===== src/rtl/hptdc_pkg.sv =====
// Shared definitions for the HPTDC readout path: packet codes, FSM encoding
// and the bit layout of header/trailer words.
package hptdc_pkg;

    localparam logic [3:0] HDR_CODE = 4'hA;
    localparam logic [3:0] TRL_CODE = 4'hC;

    typedef enum logic [2:0] {
        ST_IDLE    = 3'd0,
        ST_HEADER  = 3'd1,
        ST_READ    = 3'd2,
        ST_WAIT    = 3'd3,
        ST_SEND    = 3'd4,
        ST_TRAILER = 3'd5
    } state_t;

    // Packet field positions (header: code|board|pkt_count, trailer: code|nwords|checksum)
    localparam int CODE_MSB = 31;
    localparam int CODE_LSB = 28;
    localparam int MID_MSB  = 27;
    localparam int MID_LSB  = 16;
    localparam int LOW_MSB  = 15;
    localparam int LOW_LSB  = 0;

    function automatic logic [31:0] make_header(input logic [11:0] board_id,
                                                input logic [15:0] count);
        logic [31:0] w;
        w                    = '0;
        w[CODE_MSB:CODE_LSB] = HDR_CODE;
        w[MID_MSB:MID_LSB]   = board_id;
        w[LOW_MSB:LOW_LSB]   = count;
        return w;
    endfunction

    function automatic logic [31:0] make_trailer(input logic [11:0] nwords,
                                                 input logic [15:0] csum);
        logic [31:0] w;
        w                    = '0;
        w[CODE_MSB:CODE_LSB] = TRL_CODE;
        w[MID_MSB:MID_LSB]   = nwords;
        w[LOW_MSB:LOW_LSB]   = csum;
        return w;
    endfunction

endpackage


===== src/rtl/hptdc_event_packer.sv =====
// Drains the HPTDC measurement FIFO one word at a time and frames each burst
// as header / data words / trailer on a valid-ready stream.
module hptdc_event_packer
    import hptdc_pkg::*;
#(
    parameter int          DATA_WIDTH = 32,
    parameter int          MAX_WORDS  = 255,
    parameter logic [11:0] BOARD_ID   = 12'h000
) (
    input  logic                  clk,
    input  logic                  rst,
    input  logic                  enable,
    input  logic                  fifo_empty,
    input  logic [DATA_WIDTH-1:0] fifo_data,
    input  logic                  fifo_data_valid,
    output logic                  fifo_read_enable,
    output logic [DATA_WIDTH-1:0] pkt_data,
    output logic                  pkt_valid,
    input  logic                  pkt_ready,
    output logic                  pkt_sop,
    output logic                  pkt_eop,
    output logic [15:0]           pkt_count,
    output logic                  busy,
    output state_t                dbg_state
);

    // Stream: a word transfers on a cycle where pkt_valid & pkt_ready; while
    // pkt_valid & !pkt_ready, pkt_data/sop/eop hold and pkt_valid stays high.

    localparam logic [11:0] MAX_W = 12'(MAX_WORDS);

    state_t                r_state;
    state_t                w_state_nxt;
    logic [DATA_WIDTH-1:0] r_pkt_data;
    logic [DATA_WIDTH-1:0] w_pkt_data_nxt;
    logic [11:0]           r_word_cnt;
    logic [11:0]           w_word_cnt_nxt;
    logic [15:0]           r_csum;
    logic [15:0]           w_csum_nxt;
    logic [15:0]           r_pkt_count;
    logic [15:0]           w_pkt_count_nxt;
    logic                  w_hs;
    logic [11:0]           w_cnt_inc;
    logic [15:0]           w_csum_upd;

    assign w_hs       = pkt_valid & pkt_ready;
    assign w_cnt_inc  = r_word_cnt + 12'd1;
    assign w_csum_upd = r_csum ^ r_pkt_data[31:16] ^ r_pkt_data[15:0];

    always_ff @(posedge clk or posedge rst) begin
        if (rst) begin
            r_state     <= ST_IDLE;
            r_pkt_data  <= '0;
            r_word_cnt  <= '0;
            r_csum      <= '0;
            r_pkt_count <= '0;
        end else begin
            r_state     <= w_state_nxt;
            r_pkt_data  <= w_pkt_data_nxt;
            r_word_cnt  <= w_word_cnt_nxt;
            r_csum      <= w_csum_nxt;
            r_pkt_count <= w_pkt_count_nxt;
        end
    end

    // The output word register is loaded on the transition into each
    // presenting state, so pkt_data never depends combinationally on pkt_ready.
    always_comb begin
        w_state_nxt     = r_state;
        w_pkt_data_nxt  = r_pkt_data;
        w_word_cnt_nxt  = r_word_cnt;
        w_csum_nxt      = r_csum;
        w_pkt_count_nxt = r_pkt_count;
        case (r_state)
            ST_IDLE: begin
                if (enable && !fifo_empty) begin
                    w_state_nxt    = ST_HEADER;
                    w_pkt_data_nxt = make_header(BOARD_ID, r_pkt_count);
                end
            end
            ST_HEADER: begin
                if (w_hs) w_state_nxt = ST_READ;
            end
            ST_READ: begin
                w_state_nxt = ST_WAIT;
            end
            ST_WAIT: begin
                if (fifo_data_valid) begin
                    w_state_nxt    = ST_SEND;
                    w_pkt_data_nxt = fifo_data;
                end else if (fifo_empty) begin
                    w_state_nxt    = ST_TRAILER;
                    w_pkt_data_nxt = make_trailer(r_word_cnt, r_csum);
                end else begin
                    // read was dropped by a colliding FIFO write; try again
                    w_state_nxt = ST_READ;
                end
            end
            ST_SEND: begin
                if (w_hs) begin
                    w_word_cnt_nxt = w_cnt_inc;
                    w_csum_nxt     = w_csum_upd;
                    if (w_cnt_inc == MAX_W || fifo_empty) begin
                        w_state_nxt    = ST_TRAILER;
                        w_pkt_data_nxt = make_trailer(w_cnt_inc, w_csum_upd);
                    end else begin
                        w_state_nxt = ST_READ;
                    end
                end
            end
            ST_TRAILER: begin
                if (w_hs) begin
                    w_state_nxt     = ST_IDLE;
                    w_pkt_count_nxt = r_pkt_count + 16'd1;
                    w_word_cnt_nxt  = '0;
                    w_csum_nxt      = '0;
                end
            end
            default: begin
                w_state_nxt = ST_IDLE;
            end
        endcase
    end

    assign pkt_valid        = (r_state == ST_HEADER) || (r_state == ST_SEND) ||
                              (r_state == ST_TRAILER);
    assign pkt_sop          = (r_state == ST_HEADER);
    assign pkt_eop          = (r_state == ST_TRAILER);
    assign fifo_read_enable = (r_state == ST_READ);
    assign busy             = (r_state != ST_IDLE);
    assign pkt_data         = r_pkt_data;
    assign pkt_count        = r_pkt_count;
    assign dbg_state        = r_state;

endmodule


===== config.mk =====
export PLATFORM = sky130hd
export DESIGN_NAME = hptdc_event_packer
export DESIGN_NICKNAME = d
export VERILOG_FILES = /design/src/rtl/hptdc_pkg.sv /design/src/rtl/hptdc_event_packer.sv
export SDC_FILE = /design/constraint.sdc
export NUM_CORES = 1
export LEC_CHECK = 0
export BUFFER_PORTS_ARGS = -buffer_cell sky130_fd_sc_hd__buf_4
export CAP_MARGIN = 25
export CORE_ASPECT_RATIO = 0.9
export CORE_MARGIN = 8
export CORE_UTILIZATION = 56
export DETAILED_ROUTE_END_ITERATION = 12
export PLACE_DENSITY = 0.91
export SYNTH_ARGS = -nofsm -noshare
export SYNTH_HDL_FRONTEND = slang
export SYNTH_SLANG_ARGS = --single-unit

===== constraint.sdc =====
create_clock -name clk -period 4.6 [get_ports clk]
set_clock_uncertainty 0.15 [all_clocks]
set_input_delay 0.69 -clock clk [delete_from_list [all_inputs] [get_ports clk]]
set_output_delay 0.69 -clock clk [all_outputs]
set_load 0.02 [all_outputs]

## Yosys cells after proc, flatten, opt, wreduce, memory -nomap -nowiden

Index checks and enable logic that the tools add are counted.
Widths: inputs -> output; s select.

- Input bits: 38
- Bits in registers: 79

- Eq/ne operators: 12
- Reduce and logical (&&, ||, !) cells: 13
- Bitwise gates (word level): 3
- Muxes and demuxes: 20
- Add/subtract/negate cells: 2

Operators by type and width:

| kind | count |
|---|---|
| $mux 32 | 5 |
| $pmux 32 s3 | 1 |
| $mux 16 | 2 |
| $pmux 16 s2 | 1 |
| $xor 16x16->16 | 2 |
| $mux 12 | 2 |
| $pmux 12 s2 | 1 |
| $mux 3 | 7 |
| $pmux 3 s6 | 1 |
| $add 16x1->16 const B | 1 |
| $add 12x1->12 const B | 1 |
| $eq 12x8->1 const B | 1 |
| $eq 3x2->1 const B | 2 |
| $eq 3x3->1 const B | 2 |
| $ne 2x2->1 const B | 3 |
| $reduce_bool 3->1 | 2 |
| $reduce_and 5->1 | 1 |
| $ne 2x1->1 const B | 2 |
| $reduce_and 4->1 | 1 |
| $eq 3x1->1 const B | 1 |
| $logic_not 3->1 | 1 |
| $logic_or 1x1->1 | 3 |
| $ne 3x3->1 const B | 1 |
| $reduce_and 3->1 | 1 |
| 5 further kinds | 5 |

## Depth between registers and ports, before layout

Gate-level depths: netlist of the first run.

- Depth in word-level cells: 6
- Mapped depth: 10
- Mapped depth without buffers: 8

## Least setup slack after synthesis of the first run

No wires, ideal clock.

- Kind: flip-flop to flip-flop
- Start: register r_state[0], in the netlist dbg_state[0]
- End: register r_pkt_data[16], in the netlist pkt_data[16]
- Slack: 1907 ps
- Data arrival time: 2418 ps
- Stages on the path, launching flop included: 9
- Clock period less this slack: 2693 ps
- Required time: 4325 ps
- Path through: dfrtp_1 clkbuf_1 nor3_1 and2_1 buf_2 nor2_1 a211oi_4 buf_6 mux2_2

- Word-level cells in the longest chain between the ends: 6

Ends and longest elaborated chain:

| item | line | source |
|---|---|---|
| from (decl) | hptdc_event_packer.sv:32 | `state_t r_state;` |
| from (signal assigned) | hptdc_event_packer.sv:58 | `r_state <= w_state_nxt;` |
| $eq 3x1->1 / $eq 3x3->1 (equally long branches) | hptdc_event_packer.sv:125, hptdc_event_packer.sv:74 |  |
| $logic_or 1x1->1 (2 in a row) | hptdc_event_packer.sv:125 | `assign pkt_valid = (r_state == ST_HEADER) \|\| (r_state == ST_SEND) \|\|` |
| $and 1x1->1 | hptdc_event_packer.sv:46 | `assign w_hs = pkt_valid & pkt_ready;` |
| $ne 2x2->1 (no line) | - |  |
| $reduce_and 5->1 (no line) | - |  |
| to (signal assigned) | hptdc_event_packer.sv:59 | `r_pkt_data <= w_pkt_data_nxt;` |
| to (decl) | hptdc_event_packer.sv:34 | `logic [DATA_WIDTH-1:0] r_pkt_data;` |

Several ways; a longest one is shown, not always the timed one.
A chain may end at the register's enable or synchronous reset.

## Worst setup path in the final report of the first run

- Start: register r_word_cnt[2]
- End: register r_pkt_data[14], in the netlist pkt_data[14]

- Word-level cells in the longest chain between the ends: 5

Ends and longest elaborated chain:

| item | line | source |
|---|---|---|
| from (decl) | hptdc_event_packer.sv:36 | `logic [11:0] r_word_cnt;` |
| from (signal assigned) | hptdc_event_packer.sv:60 | `r_word_cnt <= w_word_cnt_nxt;` |
| $add 12x1->12 | hptdc_event_packer.sv:47 | `assign w_cnt_inc = r_word_cnt + 12'd1;` |
| $eq 12x8->1 | hptdc_event_packer.sv:103 | `if (w_cnt_inc == MAX_W \|\| fifo_empty) begin` |
| $logic_or 1x1->1 | hptdc_event_packer.sv:103 |  |
| $ne 2x2->1 (no line) | - |  |
| $reduce_and 5->1 (no line) | - |  |

No other way between the ends.

==> summary.md, run 1 <==
| Metric | Value |
|---|---|
| Worst-Margin Slew | 0.9514 ns |
| CTS Root Cell | clkbuf_8 |
| IO Port Bufs | 93 |
| Power consumption | 3.546 mW |
| RSZ-0062 raised after global routing | no |
| Clock-pin slew on the worst setup and hold paths | 0.09 ns |
| Reg2reg start | r_word_cnt[2] |
| Post-Synthesis Cells | 481 |
| Via density | 6.682 |
| Hold_ws | 0.3000 ns |
| Total GRT Usage | 24.57% |
| Number of max-cap violations | 0 |
| First-pass GRT wire length | 22560 um |
| Maximum clock rate | 281.7 MHz |
| I/O pins | 94 |
| Slew Limit Fails | 0 |
| Flops & latches, synth | 79 |
| Final wirelength | 14180 um |
| Crit Path Class | flop to flop |
| Die ar. | 11340 um^2 |
| Period utilisation layout | 77.16% |
| Final WS setup | 1.051 ns |
| LEAKAGE | 2.452 nW |
| Tmin final | 3.549 ns |
| CP Capture Type | flop |
| Predominant post-synthesis flop cell | dfrtp_1 |
| Ratio of cells with drive above 1 in the final layout | 23.53% |
| PostCTS Resize Cnt | 0 |
| Dpl ws | 1.146 ns |
| N_diodes | 0 |
| Ys Warns | 0 |
| Hold buffer count at CTS | 0 |
| Status | completed |
| PwrDens | 640.7 nW/um^2 |
| Reg2reg end | pkt_data[14] |
| Largest net degree at the start of global routing | 46 |
| Reg2reg path depth | 7 |
| Total negative slack | 0 ns |
| Rel. slew slack | 36.37% |
| Rows | 31 |
| Worst min path class | primary input to asynchronous set/reset pin |
| Synthesized area per cell | 9.528 um^2 |
| CTS tree | yes |
| Clk Latency, worst-skew pair | 0.36 ns |
| Clock sink total | 79 |
| Hold Violations, Final | 0 |
| CTS max path bufs | 2 |
| Post-synth EDFFs | 0 |
| Flop2flop setup slack | 1.05 ns |
| Iter 0 DRT Violations | 482 |
| Layer with the highest usage | met2 |
| Core Area | 7990 um^2 |
| Nets | 597 |
| CP required | 4.73 ns |
| Syn_nets | 522 |
| Worst Path Arrival | 3.68 ns |
| Vias in the first global route | 4207 |
| Fill count | 566 |
| GP Congestion | 0.9044 |
| HPWL after DPL | 9680 um |
| H-tree levels | 3 |
| Grt met1 use | 31.58% |
| Worst vdd ir | 0.3886 mV |
| Initial antenna violation count | 0 |
| Die Height | 101.8 um |
| Met3 Resource Use GR | 6.279% |
| Area Growth Syn to Fin | 20.75% |
| Design area | 5534 um^2 |
| Initial core utilization | 57.36% |
| Total gr overflow | 0 |
| Crit path max fanout | 19 |
| Chip width | 111.4 um |
| Via count | 4410 |
| Global routing usage on met2 | 39.78% |
| Netlist cell types | 48 |
| Register area share after synthesis | 43.13% |
| Drt drc | 0 |
| Avg WL per Cell | 21.48 um |
| Ys async rst share | 100.0% |
| CTS Buf Count | 9 |
| Post-route ant nets | 0 |
| Cell Area, Placed | 5304 um^2 |
| Post-CTS setup buffer count | 0 |
| 1st-pass router iterations | 5 |
| Post-Syn Area | 4583 um^2 |
| Final setup vio count | 0 |
| Startpoint types | flop |
-- layout by cell type (no fill, tap or decap), types with 2 or more instances in the layout --
cell type   Yosys  final
clkinvlp_4      0      2
clkbuf_8        0     10
a22o_1         13     13
nand4_1         5      5
and4_1          2      2
o22ai_1        11     11
or3_1           4      4
a221oi_1       24     24
a21oi_1        15     15
o311ai_0        3      3
nor3_1          7      6
and3b_1         3      3
mux2i_1         7      7
o32a_1          2      2
nand3b_1        4      4
inv_1          18     17
xor2_1          5      5
nor2_1         33     33
a2bb2oi_1      16     16
nand3_1        13     13
xnor2_1        43     43
dfrtp_1        79     79
o31ai_1        12     12
nand2_1        40     40
nand2b_1        3      3
mux2_2         11     11
nor3b_1         3      3
buf_4           4     99
or4_1           2      2
o21ai_0        33     33
and3_1         14     14
ha_1            3      3
bufinv_16       0      2
and2_1          2      2
a221o_1         3      3
-- critical path: stages (launching register included) --
cell	delay, ns
dfrtp_1	0.56
nand3_1	0.32
or4_1	0.57
o311ai_1	0.19
a41oi_2	0.29
a211oi_4	0.88
buf_4	0.31
a2bb2oi_1	0.19
-- cell families after synthesis --
logic type	count (synthesis)	share of synthesized area [%]
mux	18	4.232
compound gates	140	22.41
fa+ha+maj	3	0.8191
flops	79	43.13
simple gates	139	15.21
xor+xnor	48	9.173
buf+inv	54	5.023
-- area by class of cell --
| class | instances | area [um^2] | share of cell area, % |
|---|---|---|---|
| Sequential cell | 79 | 1977 | 35.72 |
| Timing Repair Buffer | 100 | 754.5 | 13.63 |
| Clock buffer | 10 | 137.6 | 2.487 |
| Multi-Input combinational cell | 348 | 2381 | 43.03 |
| Clock inverter | 6 | 92.59 | 1.673 |
| Tap cell | 99 | 123.9 | 2.238 |
| Inverter | 18 | 67.56 | 1.221 |
-- how the worst max path moves through the flow --
stage / cells after the start / to / start
2_1_floorplan: 1 / dbg_state[0] / rst
3_3_place_gp: 6 / pkt_data[25] / r_word_cnt[3]
3_5_place_dp: 7 / pkt_data[14] / r_word_cnt[2]
4_1_cts: 7 / pkt_data[14] / r_word_cnt[2]
5_1_grt: 7 / pkt_data[0] / r_word_cnt[3]
6_report: 7 / pkt_data[14] / r_word_cnt[2]
-- Yosys cell counts, drive strengths merged (2+ instances only) --
cell type  number  share of area, %
nand3b          4              0.66
nand2b          3              0.41
and3           14               1.9
o22ai          11               1.5
o31ai          12               2.0
ha              3              0.82
nor2           33               2.7
a221o           3              0.66
o311ai          4              0.76
buf            11               1.5
nand3          13               1.4
mux2           11               2.7
a22o           13               2.5
nand2          40               3.3
mux2i           7               1.5
or3             4              0.55
xnor2          43               8.2
or4             2              0.33
nand4           6              0.96
and3b           3              0.57
clkbuf         25               2.0
and4            2              0.38
a2bb2oi        16               3.1
a21oi          15               1.6
nor3b           3              0.49
inv            18               1.5
xor2            5              0.96
o21ai          33               3.6
and2            2              0.27
nor3            7              0.76
o32a            2              0.44
dfrtp          79                43
a221oi         24               4.6
-- per-layer routing --
metal | wire length [um] | vias up
li1 | - | 1915
met5 | 0 | -
met1 | 5714 | 2153
met4 | 390 | 0
met2 | 6695 | 295
met3 | 1375 | 47
-- where the power goes --
| group | total, mW | internal, mW | switching (mW) |
|---|---|---|---|
| combinational | 1.72 | 0.784 | 0.934 |
| sequential | 1.23 | 0.910 | 0.317 |
| clock | 0.601 | 0.323 | 0.278 |
-- registers in the layout, indices dropped and copies added (netlist names) --
| register | count |
|---|---|
| dbg_state | 3 |
| pkt_count | 16 |
| pkt_data | 32 |
| r_csum | 16 |
| r_word_cnt | 12 |
-- metrics by stage --
| step | cells | util (%) |
|---|---|---|
| 2_1_floorplan | 481 | - |
| 3_3_place_gp | 643 | 66.24 |
| 3_5_place_dp | 644 | 66.38 |
| 4_1_cts | 660 | 69.26 |
| 5_1_grt | 660 | 69.26 |
| 6_report | 660 | 69.26 |
Note: power is estimated with default switching activity, not from simulation.
==> run 2: changes to the inputs <==
Settings changed: ABC_AREA set to 1.
Clock period 4.6 ns to 3.3 ns, I/O delays scaled along.
==> run 2 against run 1 <==
Compared with the run above: die area grew 3.6%; sequential share of layout area shrank 1.5 points; critical path depth is the same; synthesized cell count grew 31%; design area grew 4.3%; routed wire length grew 6.1%; combinational power grew 49%; sequential power grew 45%; register-to-register slack lost 0.49 ns; first-iteration DRC count grew 9.1%; sequential cell count is the same.
==> summary.md, run 2 <==
| Metric | Value |
|---|---|
| Flops & latches, synth | 79 |
| CTS Buf Count | 9 |
| CP Capture Type | flop |
| Final setup vio count | 0 |
| Post-synth top cells | nand2_1, dfrtp_1, inv_1, nand3_1, o21ai_0 |
| Vias in the first global route | 5090 |
| Iter 0 DRT Violations | 526 |
| Clock power frac | 14.9% |
| Max reg flops | 32 |
| Critical path's top delay family | simple AND/OR/NAND/NOR gates |
| RSZ-0062 raised after global routing | no |
| Design area | 5773 um^2 |
| Hold Violations, Final | 0 |
| GP Congestion | 0.9289 |
| Drt drc | 0 |
| Total negative slack | 0 ns |
| Ratio of cells with drive above 1 in the final layout | 23.15% |
| CP required | 3.39 ns |
| Worst path bufs/invs | 2 |
| Post-route ant nets | 0 |
| Via count | 4947 |
| Number of max-cap violations | 0 |
| Tmin final | 2.741 ns |
| Startpoint types | flop |
| Post-CTS setup buffer count | 0 |
| Most common cell after layout, fill and taps aside | nand2_1 |
| Crit path max fanout | 32 |
| Post-Layout Cell Count | 836 |
| Reg area | 1977 um^2 |
| Leading area contributor after synthesis | dfrtp_1 |
| I/O pins | 94 |
| Worst vdd ir | 0.5273 mV |
| Period utilisation layout | 83.06% |
| Syn_nets | 669 |
| Register area share after synthesis | 41.37% |
| Worst min path class | primary input to asynchronous set/reset pin |
| Netlist cell types | 37 |
| Placed cell count | 820 |
| Power Internal | 2.721 mW |
| Cell Area, Placed | 5574 um^2 |
| Clk Latency, worst-skew pair | 0.35 ns |
| Crit-path cells | nor3_4 > buf_4 > inv_1 > a21oi_2 > nand3_4 > nand2_1 > nand2_1 |
| 1st-pass router iterations | 5 |
| Hold buffer count at CTS | 0 |
| Rel. slew slack | 50.54% |
| Nets | 753 |
| Top-area cell type share of the netlist area | 41.37% |
| Post-Synthesis Cells | 628 |
| PwrDens | 884.0 nW/um^2 |
| IO Port Bufs | 93 |
| Ys Warns | 0 |
| Comb power frac | 50.3% |
| First-pass GRT wire length | 24380 um |
| Synthesized area per cell | 7.609 um^2 |
| Area Growth Syn to Fin | 20.82% |
| Hold_ws | 0.1180 ns |
| Commonest non-fill, non-tap cells in the layout | nand2_1, buf_4, dfrtp_1 |
| Clock sink total | 79 |
| Clock-pin slew on the worst setup and hold paths | 0.09 ns |
| Via density | 5.917 |
| LEAKAGE | 2.985 nW |
| CTS tree | yes |
| Reg2reg start | dbg_state[2] |
| Final wirelength | 15050 um |
| Predominant post-synthesis flop cell | dfrtp_1 |
| Total gr overflow | 0 |
| Maximum clock rate | 364.8 MHz |
| Avg WL per Cell | 18.00 um |
| CTS max path bufs | 2 |
| Top-count cell post-synth | nand2_1 |
| Flop2flop setup slack | 0.56 ns |
| Post-Syn Area | 4778 um^2 |
| H-tree levels | 3 |
| Slowest CP cell | a21oi_2 |
| Initial core utilization | 56.56% |
| Crit Path Class | flop to flop |
| Initial antenna violation count | 0 |
| N_diodes | 0 |
| Rows | 32 |
| Multi-input gate area | 2389 um^2 |
| Core Area | 8448 um^2 |
| Final WS setup | 0.5590 ns |
| Fill count | 657 |
| Chip width | 113.4 um |
| CTS Root Cell | clkbuf_8 |
| Die Height | 103.6 um |
| Most frequent CP cell | nand2_1 |
| Power consumption | 5.103 mW |
| Critical Path End | pkt_data[24] |
| Slew Limit Fails | 0 |
| HPWL after DPL | 10510 um |
| Die ar. | 11750 um^2 |
| Sequential share of power | 34.8% |
| Final Core Density | 68.34% |
| Total GRT Usage | 25.39% |
| Main area contributors after synthesis | dfrtp_1, nand2_1, xor2_1 |
| Reg2reg end | pkt_data[24] |
| Critical path origin | dbg_state[2] |
| Ys async rst share | 100.0% |
| Max incr delay on CP | 0.58 ns |
| Worst Path Arrival | 2.83 ns |
| Switch share | 46.67% |
| Psw | 2.382 mW |
| Post-synth EDFFs | 0 |
| Worst-Margin Slew | 0.7408 ns |
| Reg2reg path depth | 7 |
| Largest net degree at the start of global routing | 49 |
| Status | completed |
| Dpl ws | 0.6558 ns |
| PostCTS Resize Cnt | 0 |
| Worst path depth | 7 |
run 2: logic make-up (layout without fill, tap and decap cells):
group	count (synthesis)	in the layout	synth area share, %
XOR/XNOR	31	31	5.682
adder cells (fa/ha/maj)	3	3	0.7856
AND/OR/NAND/NOR	328	328	32.10
buffers and inverters	101	190	8.745
flip-flops	79	79	41.37
AO/OA/AOI/OAI	86	86	11.31
run 2: routing by layer:
layer	track usage, %	share of wire [%]	vias to the layer above
met5	0	0	-
met4	12.93	3.8	0
met3	4.527	8.9	65
met2	41.50	48	329
met1	31.46	39	2311
li1	-	-	2242
run 2: area by class of cell:
type                    instances  area share, %
inverters                      69          4.486
well taps                     119          2.579
clock inverters                 4         0.9319
repair buffers                105          13.87
flip-flops and latches         79          34.24
clock buffers                  12          2.514
multi-input cells             448          41.37
run 2: worst register-to-register path, cell delays in order, from the launching register on:
cell and delay (ns):
dfrtp_1 0.51, nor3_4 0.24, buf_4 0.25, inv_1 0.11, a21oi_2 0.58, nand3_4 0.49, nand2_1 0.23, nand2_1 0.07
run 2: worst min path at each step:
stage	depth (start not counted)	slack, ns	to	startpoint
finish	2	0.12	pkt_data[17]	rst
global route	2	0.18	pkt_data[17]	rst
CTS	2	0.14	pkt_data[17]	rst
detailed placement	2	0.36	pkt_data[28]	pkt_data[28]
global placement	2	0.35	pkt_data[1]	pkt_data[1]
floorplan	2	0.37	r_word_cnt[11]	r_word_cnt[11]
run 2: power by group through the flow:
| stage | sequential (mW) | combinational, mW | clock, mW |
|---|---|---|---|
| 6_report | 1.78 | 2.57 | 0.760 |
| 5_1_grt | 1.81 | 2.81 | 0.793 |
| 4_1_cts | 1.76 | 2.55 | 0.749 |
| 3_5_place_dp | 1.77 | 2.52 | 0 |
| 3_3_place_gp | 1.75 | 2.40 | 0 |
| 2_1_floorplan | 1.91 | 1.54 | 0 |
==> run 3: changes to the inputs <==
Settings changed: ABC_AREA 1 to 0, CORE_UTILIZATION 56 to 55, PLACE_DENSITY 0.91 to 0.9.
Clock period 3.3 ns to 2.8 ns, I/O delays scaled along.
==> run 3 against run 2 <==
Compared with the run above: fmax rose by 1.2%; design area grew 0.30%; die area down 2.0%; cell count fell by 18%; worst hold slack lost 0.091 ns; non-clock buffer count up 24.
==> summary.md, run 3 (synthesis results as in run 1) <==
| Metric | Value |
|---|---|
| Status | completed |
| Worst Path Arrival | 2.80 ns |
| CTS Root Cell | clkbuf_8 |
| Hold Violations, Final | 0 |
| Most common cell after layout, fill and taps aside | buf_4 |
| Via density | 6.467 |
| Met3 Resource Use GR | 6.792% |
| CP required | 2.89 ns |
| Worst vdd ir | 0.6362 mV |
| HPWL after DPL | 10290 um |
| Total GRT Usage | 25.55% |
| H-tree levels | 3 |
| CTS tree | yes |
| Iter 0 DRT Violations | 418 |
| Max reg flops | 32 |
| Post-route ant nets | 0 |
| I/O pins | 94 |
| Drt drc | 0 |
| Final wirelength | 14670 um |
| CTS max path bufs | 2 |
| LEAKAGE | 2.608 nW |
| Area Growth Syn to Fin | 26.34% |
| N_diodes | 0 |
| Initial antenna violation count | 0 |
| PwrDens | 1026 nW/um^2 |
| CTS Buf Count | 9 |
| Reg area | 1978 um^2 |
| Die ar. | 11510 um^2 |
| Post-Layout Cell Count | 688 |
| Reg2reg path depth | 7 |
| Chip width | 112.2 um |
| Final Core Density | 71.77% |
| Fill count | 584 |
| Number of max-cap violations | 0 |
| Startpoint types | flop |
| Rows | 31 |
| Die Height | 102.6 um |
| Reg2reg start | r_word_cnt[11] |
| Clock sink total | 79 |
| CP Capture Type | flop |
| Worst-Margin Slew | 0.9612 ns |
| Clk Latency, worst-skew pair | 0.36 ns |
| Ratio of cells with drive above 1 in the final layout | 27.67% |
| Nets | 626 |
| Flop2flop setup slack | 0.09 ns |
| Final setup vio count | 0 |
| Core Area | 8068 um^2 |
| 1st-pass router iterations | 5 |
| Vias in the first global route | 4547 |
| Worst min path class | primary input to asynchronous set/reset pin |
| Global routing usage on met2 | 41.61% |
| RSZ-0062 raised after global routing | no |
| GP Congestion | 0.9216 |
| Maximum clock rate | 369.3 MHz |
| Reg2reg end | pkt_data[24] |
| Avg WL per Cell | 21.33 um |
| Hold_ws | 0.02654 ns |
| Commonest non-fill, non-tap cells in the layout | buf_4, dfrtp_1, xnor2_1 |
| Total negative slack | 0 ns |
| Placed cell count | 669 |
| Crit Path Class | flop to flop |
| Grt met1 use | 31.67% |
| IO Port Bufs | 93 |
| Largest net degree at the start of global routing | 38 |
| Crit path max fanout | 16 |
| Slowest CP cell | or4_1 |
| Layer with the highest usage | met2 |
| Initial core utilization | 56.81% |
| First-pass GRT wire length | 23330 um |
| Max incr delay on CP | 0.40 ns |
| Total gr overflow | 0 |
| Crit-path cells | or3b_1 > or4_1 > o311ai_1 > a41oi_2 > a211oi_4 > buf_12 > mux2_2 |
| Via count | 4449 |
| Period utilisation layout | 96.71% |
| Multi-input gate area | 2391 um^2 |
| Clock-pin slew on the worst setup and hold paths | 0.08 ns |
| Rel. slew slack | 35.68% |
| Tmin final | 2.708 ns |
| Slew Limit Fails | 0 |
run 3: changes by cell type in the layout (fill, tap and decap cells not counted), sizes merged, moves of 13 or more:
| cell | previous run | this run |
|---|---|---|
| or2 | 17 | 0 |
| xnor2 | 2 | 43 |
| a221oi | 0 | 24 |
| xor2 | 29 | 5 |
| a2bb2oi | 0 | 16 |
| a22o | 0 | 13 |
| and3 | 0 | 14 |
| inv | 69 | 19 |
| nand3 | 44 | 13 |
| nand2 | 197 | 40 |
| nand4 | 36 | 6 |
| buf | 105 | 128 |
run 3: timing repair:
| item | CTS | global route |
|---|---|---|
| setup buffers | 0 | 3 |
| endpoints found under the setup margin | 10 | 11 |
| pin swaps | 1 | 2 |
| hold buffers | 0 | 0 |
| endpoints found under the hold margin | 0 | 0 |
| cloned | 0 | 1 |
| gates resized for setup | 1 | 2 |
run 3: how the worst max path moves through the flow:
stage | cells after the start | start | endpoint | slack [ns]
after global placement | 8 | r_word_cnt[0] | pkt_data[26] | 0.07
after detailed placement | 8 | r_word_cnt[0] | pkt_data[29] | 0.002
after CTS | 7 | r_word_cnt[0] | pkt_data[29] | 0.01
after floorplan | 8 | dbg_state[0] | pkt_data[16] | 0.11
final | 7 | r_word_cnt[11] | pkt_data[24] | 0.09
after global routing | 7 | r_word_cnt[11] | pkt_data[16] | 0.03
run 3: final cells by class:
| cell class | count | share of cell area (%) |
|---|---|---|
| Tap cell | 99 | 2.139 |
| Timing Repair Buffer | 129 | 17.46 |
| Multi-Input combinational cell | 348 | 41.29 |
| Sequential cell | 79 | 34.16 |
| Inverter | 18 | 1.167 |
| Clock inverter | 5 | 1.404 |
| Clock buffer | 10 | 2.377 |
run 3: routing by layer:
| layer | vias up | part of all wire, % |
|---|---|---|
| met1 | 2131 | 39 |
| li1 | 1979 | - |
| met4 | 0 | 2.6 |
| met5 | - | 0 |
| met2 | 305 | 48 |
| met3 | 34 | 10 |
run 3: critical path: cells and delay by family, from the launching register on:
family                 cells  cell delay (ns)
muxes                      1             0.35
buffers and inverters      1             0.21
DFF                        1             0.38
and+or+nand+nor            2             0.76
AOI/OAI and AO/OA          3             0.74
run 3: report_power, final:
part           total, mW  internal [mW]  leakage, nW  switching (mW)
combinational       3.05           1.41         1.47            1.63
clock              0.953          0.523        0.109           0.430
sequential          1.94           1.50         1.03           0.447
run 3: through the flow:
stage	setup slack, ns	total power, mW	area [um^2]
floorplan	0.1073	3.815	4583
global placement	0.06777	4.736	5513
detailed placement	0.002392	4.887	5513
CTS	0.01416	5.851	5739
global route	0.02648	6.248	5791
finish	0.09210	5.943	5791
